**src/rtl/mult_div_unit.sv**
```systemverilog
// rtl/mult_div_unit.sv - iterative MULT/MULTU/DIV/DIVU unit with HI/LO registers
module mult_div_unit #(
  parameter int N = 32
) (
  input  logic         clock,
  input  logic         reset,
  input  logic         start,
  input  logic [1:0]   op,
  input  logic [N-1:0] inA,
  input  logic [N-1:0] inB,
  input  logic         mthi,
  input  logic         mtlo,
  input  logic [N-1:0] wd,
  input  logic         abort,
  output logic [N-1:0] hi,
  output logic [N-1:0] lo,
  output logic         busy,
  output logic         done,
  output logic         div_by_zero
);
  localparam int CW = $clog2(N) + 1;

  typedef enum logic [1:0] {IDLE, RUN, FIX} state_t;

  state_t         state_q, state_d;
  logic [CW-1:0]  count;
  logic [2*N:0]   acc, acc_step;
  logic [N-1:0]   opd, orig_a;
  logic           is_div, neg_q, neg_r, b_zero;

  logic [N-1:0]   a_abs, b_abs;
  logic [N:0]     mul_sum;
  logic [N+1:0]   diff;
  logic [2*N-1:0] prod_fix;
  logic [N-1:0]   q_fix, r_fix;

  assign a_abs = (op[0] && inA[N-1]) ? -inA : inA;
  assign b_abs = (op[0] && inB[N-1]) ? -inB : inB;
  assign busy  = (state_q != IDLE);

  always_ff @(posedge clock or negedge reset) begin
    if (!reset) state_q <= IDLE;
    else        state_q <= state_d;
  end

  always_comb begin
    state_d = state_q;
    case (state_q)
      IDLE: if (start && !abort) state_d = RUN;
      RUN: begin
        if (abort)                        state_d = IDLE;
        else if (count == CW'(N - 1))     state_d = FIX;
      end
      FIX:     state_d = IDLE;
      default: state_d = IDLE;
    endcase
  end

  // opd holds the multiplicand or the divisor; acc starts with the other operand in its low half
  always_comb begin
    mul_sum  = acc[2*N:N] + {1'b0, opd};
    diff     = {1'b0, acc[2*N-1:N-1]} - {2'b00, opd};
    acc_step = acc;
    if (is_div) begin
      if (!diff[N+1]) acc_step = {diff[N:0], acc[N-2:0], 1'b1};
      else            acc_step = {acc[2*N-1:0], 1'b0};
    end else begin
      if (acc[0]) acc_step = {1'b0, mul_sum, acc[N-1:1]};
      else        acc_step = {1'b0, acc[2*N:1]};
    end
  end

  always_comb begin
    prod_fix = neg_q ? -acc[2*N-1:0] : acc[2*N-1:0];
    q_fix    = neg_q ? -acc[N-1:0]   : acc[N-1:0];
    r_fix    = neg_r ? -acc[2*N-1:N] : acc[2*N-1:N];
  end

  always_ff @(posedge clock or negedge reset) begin
    if (!reset) begin
      count       <= '0;
      acc         <= '0;
      opd         <= '0;
      orig_a      <= '0;
      is_div      <= 1'b0;
      neg_q       <= 1'b0;
      neg_r       <= 1'b0;
      b_zero      <= 1'b0;
      hi          <= '0;
      lo          <= '0;
      done        <= 1'b0;
      div_by_zero <= 1'b0;
    end else begin
      done        <= 1'b0;
      div_by_zero <= 1'b0;
      case (state_q)
        IDLE: begin
          if (start) begin
            if (!abort) begin
              count  <= '0;
              is_div <= op[1];
              neg_q  <= op[0] & (inA[N-1] ^ inB[N-1]);
              neg_r  <= op[0] & inA[N-1];
              b_zero <= (inB == '0);
              orig_a <= inA;
              opd    <= op[1] ? b_abs : a_abs;
              acc    <= {{(N+1){1'b0}}, (op[1] ? a_abs : b_abs)};
            end
          end else begin
            if (mthi) hi <= wd;
            if (mtlo) lo <= wd;
          end
        end
        RUN: begin
          acc   <= acc_step;
          count <= count + 1'b1;
        end
        FIX: begin
          if (!abort) begin
            done <= 1'b1;
            if (!is_div) begin
              hi <= prod_fix[2*N-1:N];
              lo <= prod_fix[N-1:0];
            end else if (b_zero) begin
              hi          <= orig_a;
              lo          <= '1;
              div_by_zero <= 1'b1;
            end else begin
              hi <= r_fix;
              lo <= q_fix;
            end
          end
        end
        default: ;
      endcase
    end
  end
endmodule

```
**config.mk**
```make
export PLATFORM = sky130hd
export DESIGN_NAME = mult_div_unit
export DESIGN_NICKNAME = d
export VERILOG_FILES = /design/src/rtl/mult_div_unit.sv
export SDC_FILE = /design/constraint.sdc
export NUM_CORES = 1
export LEC_CHECK = 0
export CAP_MARGIN = 20
export CORE_AREA = 2 2 314 192
export CTS_CLUSTER_SIZE = 8
export DETAILED_ROUTE_END_ITERATION = 8
export DIE_AREA = 0 0 316 194
export PLACE_DENSITY = 0.54
export SYNTH_ARGS = -nofsm -noshare
export SYNTH_HDL_FRONTEND = slang
export SYNTH_SLANG_ARGS = --single-unit
export TNS_END_PERCENT = 100
```
**constraint.sdc**
```tcl
create_clock -name clock -period 3.03 [get_ports clock]
set_input_delay 0.303 -clock clock [delete_from_list [all_inputs] [get_ports clock]]
set_output_delay 0.303 -clock clock [all_outputs]
set_load 0.1 [all_outputs]
```
# Yosys cells after proc, flatten, opt, wreduce, memory -nomap -nowiden
# Index checks and enable logic that the tools add are counted.
# totals
inputBits,104
register_bits,207
word_cells,88
# op_classes
n_eq_ne,11
n_addsub,8
mux,38
bitwise,4
reduce_logical,14
# ops
cell,count
$mux W32,16
$mux W65,4
$pmux W65 S2,1
$mux W64,2
$neg A32 Y32,4
$pmux W32 S2,2
$neg A64 Y64,1
$sub A33 B32 Y34,1
$add A33 B32 Y33,1
$logic_not A32 Y1,1
$ne A2 B2 Y1 const B,7
$mux W6,2
$pmux W6 S2,1
$reduce_and A4 Y1,2
$add A6 B1 Y6 const B,1
$eq A6 B5 Y1 const B,1
$mux W1,6
$mux W2,3
$reduce_and A3 Y1,2
$reduce_bool A2 Y1,3
$pmux W2 S2,1
$logic_and A1 B1 Y1,3
$ne A3 B3 Y1 const B,1
$and A1 B1 Y1,2
7 further kinds,7

# Depth between registers and ports, before layout
# logic_depth
word_depth,6
depth_mapped,15
ltp_nobuf,14

# Worst setup path before layout
# No wires, ideal clock.
# synth_path
kind,register to register
start,register acc[33]
end,register hi[20]
path_stages_with_launch,12
required_ps,2898
setup_slack_ps,-262
synth_period_minus_slack_ps,3292
setup_ps,132
n_path_buf,1
arrival_ps,3160
path_cell_list,dfrtp_1 clkbuf_1 inv_1 ha_1 or3b_4 or4b_4 or4b_1 or3_4 o31ai_2 xnor2_1 a221oi_2 o21ai_1
# synth_between
elab_chain_cells,6
word_cells_on_any_way,8
# synth_lines
item,line_no,rtl
from (decl),27,"logic [2*N:0] acc, acc_step;"
from (signal assigned),107,"acc <= {{(N+1){1'b0}}, (op[1] ? a_abs : b_abs)};"
from (signal assigned),115,acc <= acc_step;
$neg A32 Y32,76,r_fix = neg_r ? -acc[2*N-1:N] : acc[2*N-1:N];
$mux W32,76,
$mux W32,124,end else if (b_zero) begin
$mux W32 *,121,if (!is_div) begin
$mux W32 *,119,if (!abort) begin
$pmux W32 S2 *,96,case (state_q)
to (signal assigned),122,hi <= prod_fix[2*N-1:N];
to (signal assigned),125,hi <= orig_a;
to (signal assigned),129,hi <= r_fix;
to (decl),15,"output logic [N-1:0] hi,"
# Every way passes the cells marked *; elsewhere a longest branch is shown, timed or not. The select of a mux whose other input is x is not followed.
# A chain may end at the register's enable or synchronous reset.

# Worst setup path after layout
# Ends and elaborated chain as after synthesis.

==> impl_metrics.ini <==
[cts]
clk_pin_slew_ns = 0.07
root_buffer = clkbuf_16
clock_path_buffers = 3
cts_tree = done
cts.sinks = 207
worstSkewPairLatency_ns = 0.59
cts_inserted_buffers = 30
cts_max_level = 1

[global_routing]
grtUsageTotal_pct = 26.7
overflow = 0
grt_max_degree = 98
grt_pass1_vias = 18000
grt_antenna_before_repair = 2
grt_pass1_wl_mm = 122

[worst_setup_path]
critPathLaunchType = register
path_class = register to register
r2r_cells = 10
reg2reg_from = acc[33]
crit_path_end_kind = register
worstPathArrival_ns = 3.65
critPathRequiredTime_ns = 3.48
worstPathMaxFanout = 4
r2r_setup_slack_ns = -0.17
reg2reg_to = hi[20]

[synth]
synth_edf_count = 0
synth_flop_cell = dfrtp_1
synthCells = 2234
avgSynthCellArea_um2 = 7.75
yosys_warnings = 0
synth_area_um2 = 17300
ys_seq_elements = 207
synth_fp_nets = 2409
async_flop_share_pct = 100
ys_seq_area_share_pct = 29.9
synth.distinct_cells = 75

[flow_run]
cap_violations = 0

[placement]
dp_hpwl_mm = 66.3
place_inst = 3398
postPlaceCellArea_um2 = 22200
routabilityCongestion = 0.995
dp_slack_ns = -0.485
port_buffers = 170

[floorplanning]
die_area_um2 = 61300
ioPinCount = 171
fp.coreArea_um2 = 58400
initial_utilization_pct = 29.6
rows = 69
die_w_um = 316
fp.dieH_um = 194

[sta]
period_minus_slack_ns = 3.20
worstMarginPinSlew_ns = 0.979
relSlewSlack_pct = 34.5
fin_ws_ns = -0.171
rsz0062_at_grt = yes
timing.hold.ws_ns = 0.335
fmax_mhz = 312
fin_crit_sh_pct = 106
setup_viol = 18
finalHoldViolCount = 0
fin_skew_ns = 0.0279
finalMaxSlewViolations = 0

[layout]
fill_cells = 5822
syn2layout_area_growth_pct = 41.6
design_area_um2 = 24500
nNetsFinal = 2868
insertedDiodeCount = 0
instances_no_fill = 3480
drive_gt1_share_pct = 26.6

[detailed_routing]
dr.pass1.iters = 7
vias_per_cell = 5.49
drtIter0Drc = 2096
postRouteAntennaNets = 0
drt_wl_total_mm = 84.2
drt-wirelength-per-cell_um = 24.2
drc_errors = 0
num_vias = 19100

[min_path]
hp-class = primary input to asynchronous set/reset pin

[outcome]
violations = negative setup slack
status = complete, but fails checks
## layout by cell type, fill, tap and decap left out, types with 17 or more instances in the layout
| cell | Yosys | final |
|---|---|---|
| buf_4 | 1 | 453 |
| nand2_1 | 356 | 349 |
| dfrtp_1 | 207 | 190 |
| a21oi_1 | 183 | 172 |
| o21ai_0 | 230 | 172 |
| nor2_1 | 169 | 160 |
| xnor2_1 | 136 | 129 |
| clkdlybuf4s50_1 | 0 | 107 |
| mux2i_1 | 104 | 98 |
| xor2_1 | 70 | 70 |
| ha_1 | 69 | 52 |
| inv_1 | 58 | 47 |
| o21ai_1 | 6 | 45 |
| o22ai_1 | 37 | 37 |
| a21o_1 | 34 | 34 |
| clkbuf_16 | 0 | 31 |
| nand3_1 | 31 | 30 |
| or3_1 | 32 | 27 |
| o221ai_1 | 27 | 25 |
| o31ai_1 | 27 | 22 |
| buf_6 | 2 | 18 |
| o211ai_1 | 17 | 17 |
## layout make-up
cell class | count | area [um^2] | area share [%]
repair buffers | 593 | 4940 | 20.2
multi-input cells | 1802 | 12300 | 50.3
inverters | 59 | 229 | 0.934
well taps | 781 | 977 | 3.99
flip-flops and latches | 207 | 5200 | 21.2
clock inverters | 2 | 46.3 | 0.189
clock buffers | 36 | 793 | 3.24
## cells in the mapped netlist, drive strengths merged (31+ instances only)
cell type	instances	area, um^2
dfrtp	207	5180
xor2	70	613
nand2	356	1340
ha	69	863
a21o	34	255
or3	35	230
mux2i	104	1040
clkbuf	142	534
o22ai	37	231
nand3	31	155
inv	58	218
xnor2	136	1190
a21oi	183	916
nor2	169	634
o21ai	236	1180
## flip-flops by register name, indices dropped and copies added, names as in the netlist, 2 cells and up
name     cells
opd         32
count        6
hi          32
state_q      2
acc         65
lo          32
orig_a      32
## how the worst max path moves through the flow
stage / startpoint / slack [ns] / cells past startpoint / end
final: acc[33] / -0.17 / 10 / hi[20]
after CTS: acc[33] / -0.18 / 12 / hi[30]
after floorplan: acc[33] / -0.14 / 11 / hi[20]
after detailed placement: opd[0] / -0.49 / 15 / acc[64]
after global routing: acc[33] / -0.27 / 11 / hi[20]
after global placement: opd[0] / -0.50 / 15 / acc[64]
## repair_timing
action | CTS | global route
cloned | 2 | 1
buffers inserted | 28 | 19
pin swaps | 73 | 71
hold buffers | 1 | 0
endpoints found under the hold margin | 89 | 0
gates resized for setup | 138 | 144
endpoints found under the setup margin | 61 | 78
## cells by family after synthesis
group,count (synthesis),synth area share [%]
adders and majority gates,71,5.22
xor gates and xnor gates,206,10.4
buffers and inverters,225,5.07
AOI/OAI and AO/OA,681,23.9
and+or+nand+nor,734,19.1
DFF,207,29.9
muxes,110,6.40
## per-layer routing
| layer | track usage (%) | vias up | share of wire [%] |
|---|---|---|---|
| li1 | - | 8858 | - |
| met1 | 40.9 | 9247 | 47 |
| met2 | 32.4 | 916 | 36 |
| met3 | 13.2 | 98 | 15 |
| met4 | 4.88 | 2 | 2.0 |
| met5 | 0 | - | 0.015 |
## worst max-delay path, stage by stage, from the launching register on
cell and delay (ns):
dfrtp_2 0.44, inv_4 0.08, ha_4 0.14, or3b_4 0.38, or4b_4 0.53, or4b_4 0.50, or3_4 0.39, o31ai_4 0.19
xnor2_1 0.11, a221oi_2 0.23, o21ai_1 0.09
## stage by stage
stage,setup TNS (ns),util [%]
2_1_floorplan,-0.294,-
4_1_cts,-0.949,40.8
5_1_grt,-4.11,41.9
3_3_place_gp,-18.64,38.0
6_report,-1.04,41.9
3_5_place_dp,-20.37,38.0
Power is left out: the tool's default activity adds up to more than one toggle a clock period on the data nets, which glitch-free logic cannot reach.
